<file path="src/rtl/bcd_pkg.sv">
// bcd_pkg: shared BCD constants, converter state encoding and width helper
package bcd_pkg;

    localparam int BCD_DIGIT_W        = 4;
    localparam int BCD_ADJ_THRESH     = 8;
    localparam int BCD_ENC_ADJ_THRESH = 5;

    typedef enum logic [1:0] {
        IDLE  = 2'd0,
        SHIFT = 2'd1,
        DONE  = 2'd2
    } state_t;

    // Smallest binary width able to hold 10^d - 1.
    function automatic int bin_w_for_digits(input int d);
        longint m = 1;
        int     w = 0;
        for (int i = 0; i < d; i++) m *= 10;
        while ((longint'(1) << w) < m) w++;
        return w;
    endfunction

endpackage

</file>
<file path="src/rtl/bcd_digit_adj.sv">
// bcd_digit_adj: per-digit subtract-3 correction for reverse double dabble
module bcd_digit_adj
    import bcd_pkg::*;
(
    input  logic [BCD_DIGIT_W-1:0] i_digit,
    output logic [BCD_DIGIT_W-1:0] o_digit
);

    assign o_digit = (i_digit >= BCD_DIGIT_W'(BCD_ADJ_THRESH)) ? i_digit - BCD_DIGIT_W'(3) : i_digit;

endmodule

</file>
<file path="src/rtl/bcd_to_bin_seq.sv">
// bcd_to_bin_seq: one-bit-per-clock packed BCD to binary converter with valid/ready
module bcd_to_bin_seq
    import bcd_pkg::*;
#(
    parameter int DIGITS = 3,
    parameter int BIN_W  = 10
) (
    input  logic                      sys_clk,
    input  logic                      sys_rst_n,
    input  logic                      in_valid,
    output logic                      in_ready,
    input  logic [4*DIGITS-1:0]       in_bcd,
    output logic                      out_valid,
    input  logic                      out_ready,
    output logic [BIN_W-1:0]          out_bin,
    output logic                      out_err
);

    localparam int BCD_W = BCD_DIGIT_W * DIGITS;
    localparam int SR_W  = BCD_W + BIN_W;
    localparam int CNT_W = (BIN_W > 1) ? $clog2(BIN_W) : 1;

    state_t            r_state;
    state_t            w_state_nx;
    logic [SR_W-1:0]   r_sr;
    logic [SR_W-1:0]   w_shr;
    logic [SR_W-1:0]   w_sr_nx;
    logic [CNT_W-1:0]  r_cnt;
    logic [BIN_W-1:0]  r_bin;
    logic              r_err;
    logic [DIGITS-1:0] w_dig_bad;
    logic              w_last;

    if (BIN_W < bin_w_for_digits(DIGITS)) begin : g_bad_bin_w
        $error("BIN_W too narrow for DIGITS");
    end

    assign w_shr = r_sr >> 1;
    assign w_sr_nx[BIN_W-1:0] = w_shr[BIN_W-1:0];

    for (genvar g = 0; g < DIGITS; g++) begin : g_dig
        bcd_digit_adj u_adj (
            .i_digit (w_shr[BIN_W+BCD_DIGIT_W*g +: BCD_DIGIT_W]),
            .o_digit (w_sr_nx[BIN_W+BCD_DIGIT_W*g +: BCD_DIGIT_W])
        );
        assign w_dig_bad[g] = in_bcd[BCD_DIGIT_W*g +: BCD_DIGIT_W] > BCD_DIGIT_W'(9);
    end

    assign w_last    = r_cnt == CNT_W'(BIN_W - 1);
    assign in_ready  = r_state == IDLE;
    assign out_valid = r_state == DONE;
    assign out_bin   = r_bin;
    assign out_err   = r_err;

    // State register.
    always_ff @(posedge sys_clk or negedge sys_rst_n) begin
        if (!sys_rst_n) r_state <= IDLE;
        else            r_state <= w_state_nx;
    end

    // Next state: invalid digits skip straight to DONE with the error flag.
    always_comb begin
        w_state_nx = r_state;
        case (r_state)
            IDLE:    if (in_valid) w_state_nx = |w_dig_bad ? DONE : SHIFT;
            SHIFT:   if (w_last) w_state_nx = DONE;
            DONE:    if (out_ready) w_state_nx = IDLE;
            default: w_state_nx = IDLE;
        endcase
    end

    // Datapath: load on accept, shift-and-adjust while in SHIFT, capture result on the final step.
    always_ff @(posedge sys_clk or negedge sys_rst_n) begin
        if (!sys_rst_n) begin
            r_sr  <= '0;
            r_cnt <= '0;
            r_bin <= '0;
            r_err <= 1'b0;
        end else if (r_state == IDLE && in_valid) begin
            if (|w_dig_bad) begin
                r_err <= 1'b1;
                r_bin <= '0;
            end else begin
                r_sr  <= {in_bcd, {BIN_W{1'b0}}};
                r_cnt <= '0;
            end
        end else if (r_state == SHIFT) begin
            r_sr  <= w_sr_nx;
            r_cnt <= w_last ? '0 : r_cnt + 1'b1;
            if (w_last) begin
                r_bin <= w_sr_nx[BIN_W-1:0];
                r_err <= 1'b0;
            end
        end
    end

    // Every valid input must have drained its BCD part completely by the final step.
    a_bcd_drained: assert property (@(posedge sys_clk) disable iff (!sys_rst_n)
        (r_state == SHIFT && w_last) |-> (w_sr_nx[SR_W-1:BIN_W] == '0));

endmodule

</file>
<file path="config.mk">
export PLATFORM = sky130hd
export DESIGN_NAME = bcd_to_bin_seq
export DESIGN_NICKNAME = d
export VERILOG_FILES = /design/src/rtl/bcd_pkg.sv /design/src/rtl/bcd_digit_adj.sv /design/src/rtl/bcd_to_bin_seq.sv
export SDC_FILE = /design/constraint.sdc
export NUM_CORES = 1
export LEC_CHECK = 0
export CAP_MARGIN = 20
export CORE_MARGIN = 4
export CORE_UTILIZATION = 57
export CTS_BUF_LIST = sky130_fd_sc_hd__clkbuf_8
export DETAILED_ROUTE_END_ITERATION = 8
export PLACE_DENSITY = 0.91
export SLEW_MARGIN = 20
export SYNTH_ARGS = -nofsm -noshare
export SYNTH_HDL_FRONTEND = slang
export SYNTH_SLANG_ARGS = --single-unit
</file>
<file path="constraint.sdc">
create_clock -name sys_clk -period 2.95 [get_ports sys_clk]
set_input_delay 0.295 -clock sys_clk [delete_from_list [all_inputs] [get_ports sys_clk]]
set_output_delay 0.295 -clock sys_clk [all_outputs]
set_load 0.02 [all_outputs]
</file>
==> results of run 1 <==
[per-layer routing]
layer | vias up | wire length [µm] | GRT usage
met5 | - | 0 | 0
met4 | 0 | 73 | 0.0916
met3 | 10 | 165 | 0.0462
met2 | 42 | 2210 | 0.394
met1 | 687 | 1740 | 0.278
li1 | 636 | - | -
[synth_stat cells, drive strengths merged]
master	number	area share
nand3b	1	0.0043
ha	6	0.043
inv	8	0.017
xnor2	4	0.020
o211ai	2	0.0086
or3b	1	0.0050
buf	3	0.016
a311oi	1	0.0050
a41oi	1	0.0093
or2b	1	0.0043
a22o	19	0.095
a31oi	2	0.011
o21ai	19	0.054
nor2b	4	0.014
nand4	2	0.0071
nor3b	1	0.0071
nand2	15	0.032
dfrtp	38	0.54
a21oi	6	0.017
o221ai	2	0.010
nor2	11	0.024
nand2b	1	0.0036
clkbuf	5	0.011
mux2i	7	0.040
[logic make-up (layout without fill, tap and decap cells)]
| group | Yosys count | in the layout | synth area share |
|---|---|---|---|
| AO/OA/AOI/OAI | 52 | 52 | 0.210 |
| AND/OR/NAND/NOR | 37 | 37 | 0.101 |
| flip-flops | 38 | 38 | 0.542 |
| multiplexers | 7 | 7 | 0.0400 |
| adder cells (fa/ha/maj) | 6 | 6 | 0.0428 |
| buffers and inverters | 16 | 48 | 0.0435 |
| XOR/XNOR | 4 | 4 | 0.0200 |
[per-stage QoR]
step | util | std cells | hold WS, ns | total power [mW] | worst slack, ns
after global placement | 0.728 | 216 | 0.468 | 1.43 | 0.823
after detailed placement | 0.728 | 216 | 0.485 | 1.49 | 0.752
final | 0.767 | 223 | 0.427 | 1.97 | 0.986
after floorplan | - | 160 | -0.000591 | 1.27 | 1.38
after global routing | 0.767 | 223 | 0.486 | 2.09 | 0.851
after CTS | 0.767 | 223 | 0.447 | 1.96 | 1.01
[cell type report]
class / count / share of cell area
clock inverter: 1 / 0.0137
sequential: 38 / 0.435
inverter: 8 / 0.0137
timing repair buffer: 33 / 0.151
multi-input combinational: 106 / 0.332
clock buffer: 6 / 0.0377
tap: 31 / 0.0177
[path summary, 6_finish.rpt]
path / depth (start not counted) / startpoint / endpoint
worst max register to register: 6 / r_cnt[0]$_DFFE_PN0P_ / out_bin[3]$_DFFE_PN0P_
worst max-delay path: 6 / in_valid / r_sr[3]$_DFFE_PN0P_
min in group sys_clk: 2 / r_sr[19]$_DFFE_PN0P_ / r_sr[19]$_DFFE_PN0P_
max in group asynchronous: 2 / sys_rst_n / r_state[0]$_DFFE_PN0P_
worst min-delay path: 2 / sys_rst_n / r_sr[21]$_DFFE_PN0P_
worst min register to register: 2 / r_sr[19]$_DFFE_PN0P_ / r_sr[19]$_DFFE_PN0P_
[sequential cells by signal, indices dropped and copies added (netlist names)]
signal,cells
r_state,2
r_sr,21
r_cnt,4
out_err,1
out_bin,10
[power breakdown]
group          switching (mW)  total, mW  internal [mW]
registers               0.156      0.825          0.669
clock network           0.177      0.448          0.270
logic                   0.386      0.694          0.308
total                   0.719       1.97           1.25
[critical path, delay by kind of cell]
family / cells / cell delay (ns)
buffers and inverters: 3 / 1.02
AOI/OAI and AO/OA: 2 / 0.66
and+or+nand+nor: 1 / 0.16
==> qor.csv, run 1 <==
stage,metric,value,unit
status,status,"finished, final reports clean",
power,power.density,899,mW/mm²
die,core,0.00285,mm²
timing,max_slew_margin,0.397,
placed_design,portBuffers,28,
global_route,groute.usage.overall,0.228,
timing,finalClockSkew,0.0102,ns
placed_design,dp_hpwl,2.69,mm
global_route,grt_first_pass_wirelength,7.14,mm
clock_network,cts_tree,built,
critical_path,cp-end-kind,flip-flop,
drt,route.detailed.drc,0,
global_route,grt-ovfl-total,0,
layout,diodes,0,
clock_network,numCtsBuffers,5,
die,fp.dieH,63.5,µm
critical_path,crit_slowest_cell,clkdlybuf4s50_1,
synth,ys_seq_area_frac,0.542,
layout,layout_commonest_cell,dfrtp_1,
global_route,grt_max_degree,39,
drt,avgRoutedWirePerCell,18.8,µm
clock_network,h-tree-depth,2,
clock_network,cts_root_buf,clkbuf_8,
timing,hold_viol,0,
synth,synth-seq-cells,38,
die,die_area,0.00403,mm²
layout,syn_to_final_growth,24.8,%
timing,worst_pin_slew,0.904,ns
synth,netlist_instances,160,
hold_path,hp-class,in2async,
power,leakage,1.01,nW
global_route,grt_pass1_vias,1439,
die,fp-row-count,19,
die,start_util,0.614,
synth,synth_area,0.00175,mm²
drt,drt_iter0_markers,80,
clock_network,ctsResizeCount,0,
layout,fin_area,0.00219,mm²
layout,multi_input_area,726,µm²
critical_path,crit_type,in2reg,
layout,nFillCells,183,
die,ios,29,
global_route,antenna_found_initial,0,
layout,final_cell_mix,"38 x dfrtp_1, 28 x clkdlybuf4s50_1, 19 x a22o_1",
placed_design,gp_congestion,0.841,
critical_path,startpoint_type,input pin,
drt,drtAntennaViolNets,0,
timing,period_share,0.666,
drt,dr.pass1.iters,4,
synth,syn-num-nets,182,
clock_network,cts_setup_buffers,0,
critical_path,path_max_fanout,18,
synth,avgSynthCellArea,11.0,µm²
timing,max_clock_freq,509,MHz
critical_path,required,3.13,ns
timing,rsz0062_at_grt,no,
synth,yosysUniqueCellTypes,27,
clock_network,clkSinkCount,38,
drt,via_count,1375,
clock_network,clk_path_buf_depth,2,
timing,drv_slew,0,
drt,wirelength,4.19,mm
clock_network,cts_hold_buffers,0,
critical_path,crit_chain,clkdlybuf4s50_1 -> nor3b_2 -> buf_4 -> a41oi_2 -> buf_12 -> a22o_1,
timing,finalCriticalPeriod,1.96,ns
layout,seq_area,951,µm²
layout,nNetsFinal,214,
critical_path,slowest_delay,0.47,ns
drt,viasPerCell,6.17,
clock_network,clk_pin_slew,0.08,ns
die,fp.dieW,63.5,µm
timing,finalSetupTns,0,ns
synth,ys_warn_count,0,
critical_path,r2r_setup_slack,0.99,ns
critical_path,cp.arrival,2.14,ns
layout,drive_above_1_share,0.0781,
clock_network,clk_latency,0.29,ns
job,maxCapViolCount,0,
timing,setup_viol,0,
placed_design,place_area,0.00208,mm²
power,vdd_ir_drop_max,0.000542,V
Power figures use the tool's default switching activity.
==> run 2: changes to the inputs <==
- CORE_UTILIZATION: 57 -> 49
- PLACE_DENSITY: 0.91 -> 0.83
- clock period: 2.95 -> 1.6 ns (I/O delays scaled with it)
==> qor.csv, run 2 (synthesis results as in run 1) <==
stage,metric,value,unit,change
placed_design,place_area,0.00217,mm²,+4.6%
clock_network,clkSinkCount,38,,unchanged
layout,seq_area,951,µm²,unchanged
power,leakage,1.06,nW,+5.4%
clock_network,clk_latency,0.29,ns,about the same
global_route,grt_max_degree,39,,unchanged
timing,max_slew_margin,0.680,,+0.283
clock_network,numCtsBuffers,5,,unchanged
critical_path,cp.arrival,1.73,ns,-0.41 ns
global_route,grt_first_pass_wirelength,6.23,mm,-13%
critical_path,required,1.78,ns,-1.35 ns
layout,layout_commonest_cell,dfrtp_1,,
timing,finalCriticalPeriod,1.55,ns,
global_route,grt_pass1_vias,1312,,-8.8%
clock_network,cts_tree,built,,
timing,worst_pin_slew,0.479,ns,-0.425 ns
placed_design,gp_congestion,0.797,,-5.2%
timing,hold_viol,0,,unchanged
timing,rsz0062_at_grt,yes,,
placed_design,portBuffers,28,,unchanged
drt,viasPerCell,5.44,,-12%
critical_path,cp-end-kind,flip-flop,,
critical_path,r2r_setup_slack,0.05,ns,-0.93 ns
die,die_area,0.00460,mm²,+14%
drt,via_count,1376,,+0.073%
critical_path,reg2reg_depth,5,,-1
critical_path,path_max_fanout,11,,-7
global_route,groute.usage.overall,0.185,,-0.0431
drt,route.detailed.drc,0,,unchanged
clock_network,cts_root_buf,clkbuf_8,,
clock_network,clk_pin_slew,0.07,ns,about the same
clock_network,clk_path_buf_depth,2,,unchanged
timing,period_share,0.967,,
die,fp.dieH,67.8,µm,+6.9%
timing,drv_slew,0,,unchanged
layout,top_register,r_sr,,
die,fp.dieW,67.8,µm,+6.9%
placed_design,dp_cells,243,,+13%
timing,setup_viol,0,,unchanged
power,power.density,1540,mW/mm²,+71%
timing,finalSetupTns,0,ns,unchanged
drt,drtAntennaViolNets,0,,unchanged
layout,nNetsFinal,228,,+6.5%
layout,final_util,0.677,,-0.0897
layout,multi_input_area,741,µm²,+2.1%
power,vdd_ir_drop_max,0.000745,V,+37%
layout,diodes,0,,unchanged
layout,nFillCells,250,,+37%
global_route,antenna_found_initial,0,,unchanged
die,start_util,0.517,,-0.0973
clock_network,h-tree-depth,2,,unchanged
layout,finalNonFillerCells,253,,+13%
critical_path,timing.rr.end,out_bin[5]$_DFFE_PN0P_,,
layout,largest_reg_flops,21,,unchanged
status,status,"finished, final reports clean",,
drt,avgRoutedWirePerCell,15.5,µm,-18%
critical_path,r2r_start,r_state[0]$_DFFE_PN0P_,,
job,maxCapViolCount,0,,unchanged
global_route,grt-ovfl-total,0,,unchanged
layout,drive_above_1_share,0.155,,+0.0765
timing,finalClockSkew,0.00677,ns,-0.00347 ns
placed_design,dp_hpwl,2.83,mm,+5.3%
timing,max_clock_freq,647,MHz,
layout,syn_to_final_growth,31.0,%,
drt,dr.pass1.iters,4,,unchanged
die,fp-row-count,21,,+2
critical_path,crit_type,reg2reg,,
layout,final_cell_mix,"38 x dfrtp_1, 26 x clkdlybuf4s50_1, 19 x a22o_1, 19 x buf_4, 15 x nand2_1",,
layout,fin_area,0.00230,mm²,+4.9%
drt,drt_iter0_markers,144,,+80%
die,ios,29,,unchanged
die,core,0.00339,mm²,+19%
hold_path,hp-class,in2async,,
critical_path,startpoint_type,flip-flop,,
drt,wirelength,3.92,mm,-6.4%
## run 2: worst max path at each step
stage / cells past startpoint / to / slack [ns] / from
finish: 5 / out_bin[5]$_DFFE_PN0P_ / 0.05 / r_state[0]$_DFFE_PN0P_
global route: 6 / r_sr[17]$_DFFE_PN0P_ / -0.02 / r_state[1]$_DFFE_PN0P_
CTS: 4 / out_valid / 0.02 / r_state[0]$_DFFE_PN0P_
detailed placement: 6 / out_bin[8]$_DFFE_PN0P_ / -0.17 / in_valid
global placement: 6 / out_bin[2]$_DFFE_PN0P_ / -0.13 / in_valid
floorplan: 6 / out_bin[1]$_DFFE_PN0P_ / 0.03 / r_state[0]$_DFFE_PN0P_
## run 2: through the flow
| stage | power [mW] | worst slack [ns] | hold WS (ns) |
|---|---|---|---|
| after global placement | 2.72 | -0.127 | 0.470 |
| after floorplan | 2.34 | 0.0255 | -0.136 |
| after CTS | 3.49 | 0.0215 | 0.306 |
| after global routing | 3.79 | -0.0196 | 0.342 |
| final | 3.53 | 0.0532 | 0.296 |
| after detailed placement | 2.82 | -0.175 | 0.485 |
## run 2: report_power, final
group / leakage [nW] / total (mW) / switching, mW / internal (mW)
Clock: 0.0472 / 0.681 / 0.335 / 0.346
Sequential: 0.508 / 1.50 / 0.265 / 1.23
Combinational: 0.505 / 1.35 / 0.702 / 0.652
## run 2: layout make-up
type	instances	area share
Sequential cell	38	0.414
Inverter	8	0.0131
Tap cell	46	0.0251
Timing Repair Buffer	47	0.184
Clock buffer	6	0.0360
Multi-Input combinational cell	106	0.323
Clock inverter	2	0.00545
## run 2: metal layers
metal  vias to the layer above  wire (µm)  GRT usage  part of all wire
met3                         7        112     0.0328             0.029
met2                        21       1990      0.298              0.51
met4                         0         75     0.0943             0.019
met5                         -          0          0                 0
met1                       686       1740      0.241              0.44
li1                        662          -          -                 -
## run 2: timing repair
| item | CTS | global route |
|---|---|---|
| setup buffers | 0 | 2 |
| resized for setup | 2 | 4 |
| pin swaps | 0 | 3 |
| hold buffers | 0 | 0 |
| endpoints found under the hold margin | 0 | 0 |
| endpoints found under the setup margin | 2 | 21 |
## run 2: critical path, stage by stage, from the launching register on
cell and delay, ns:
dfrtp_1 0.42, or3b_1 0.42, a31oi_2 0.18, nor2_1 0.07, buf_4 0.18, a22o_1 0.19
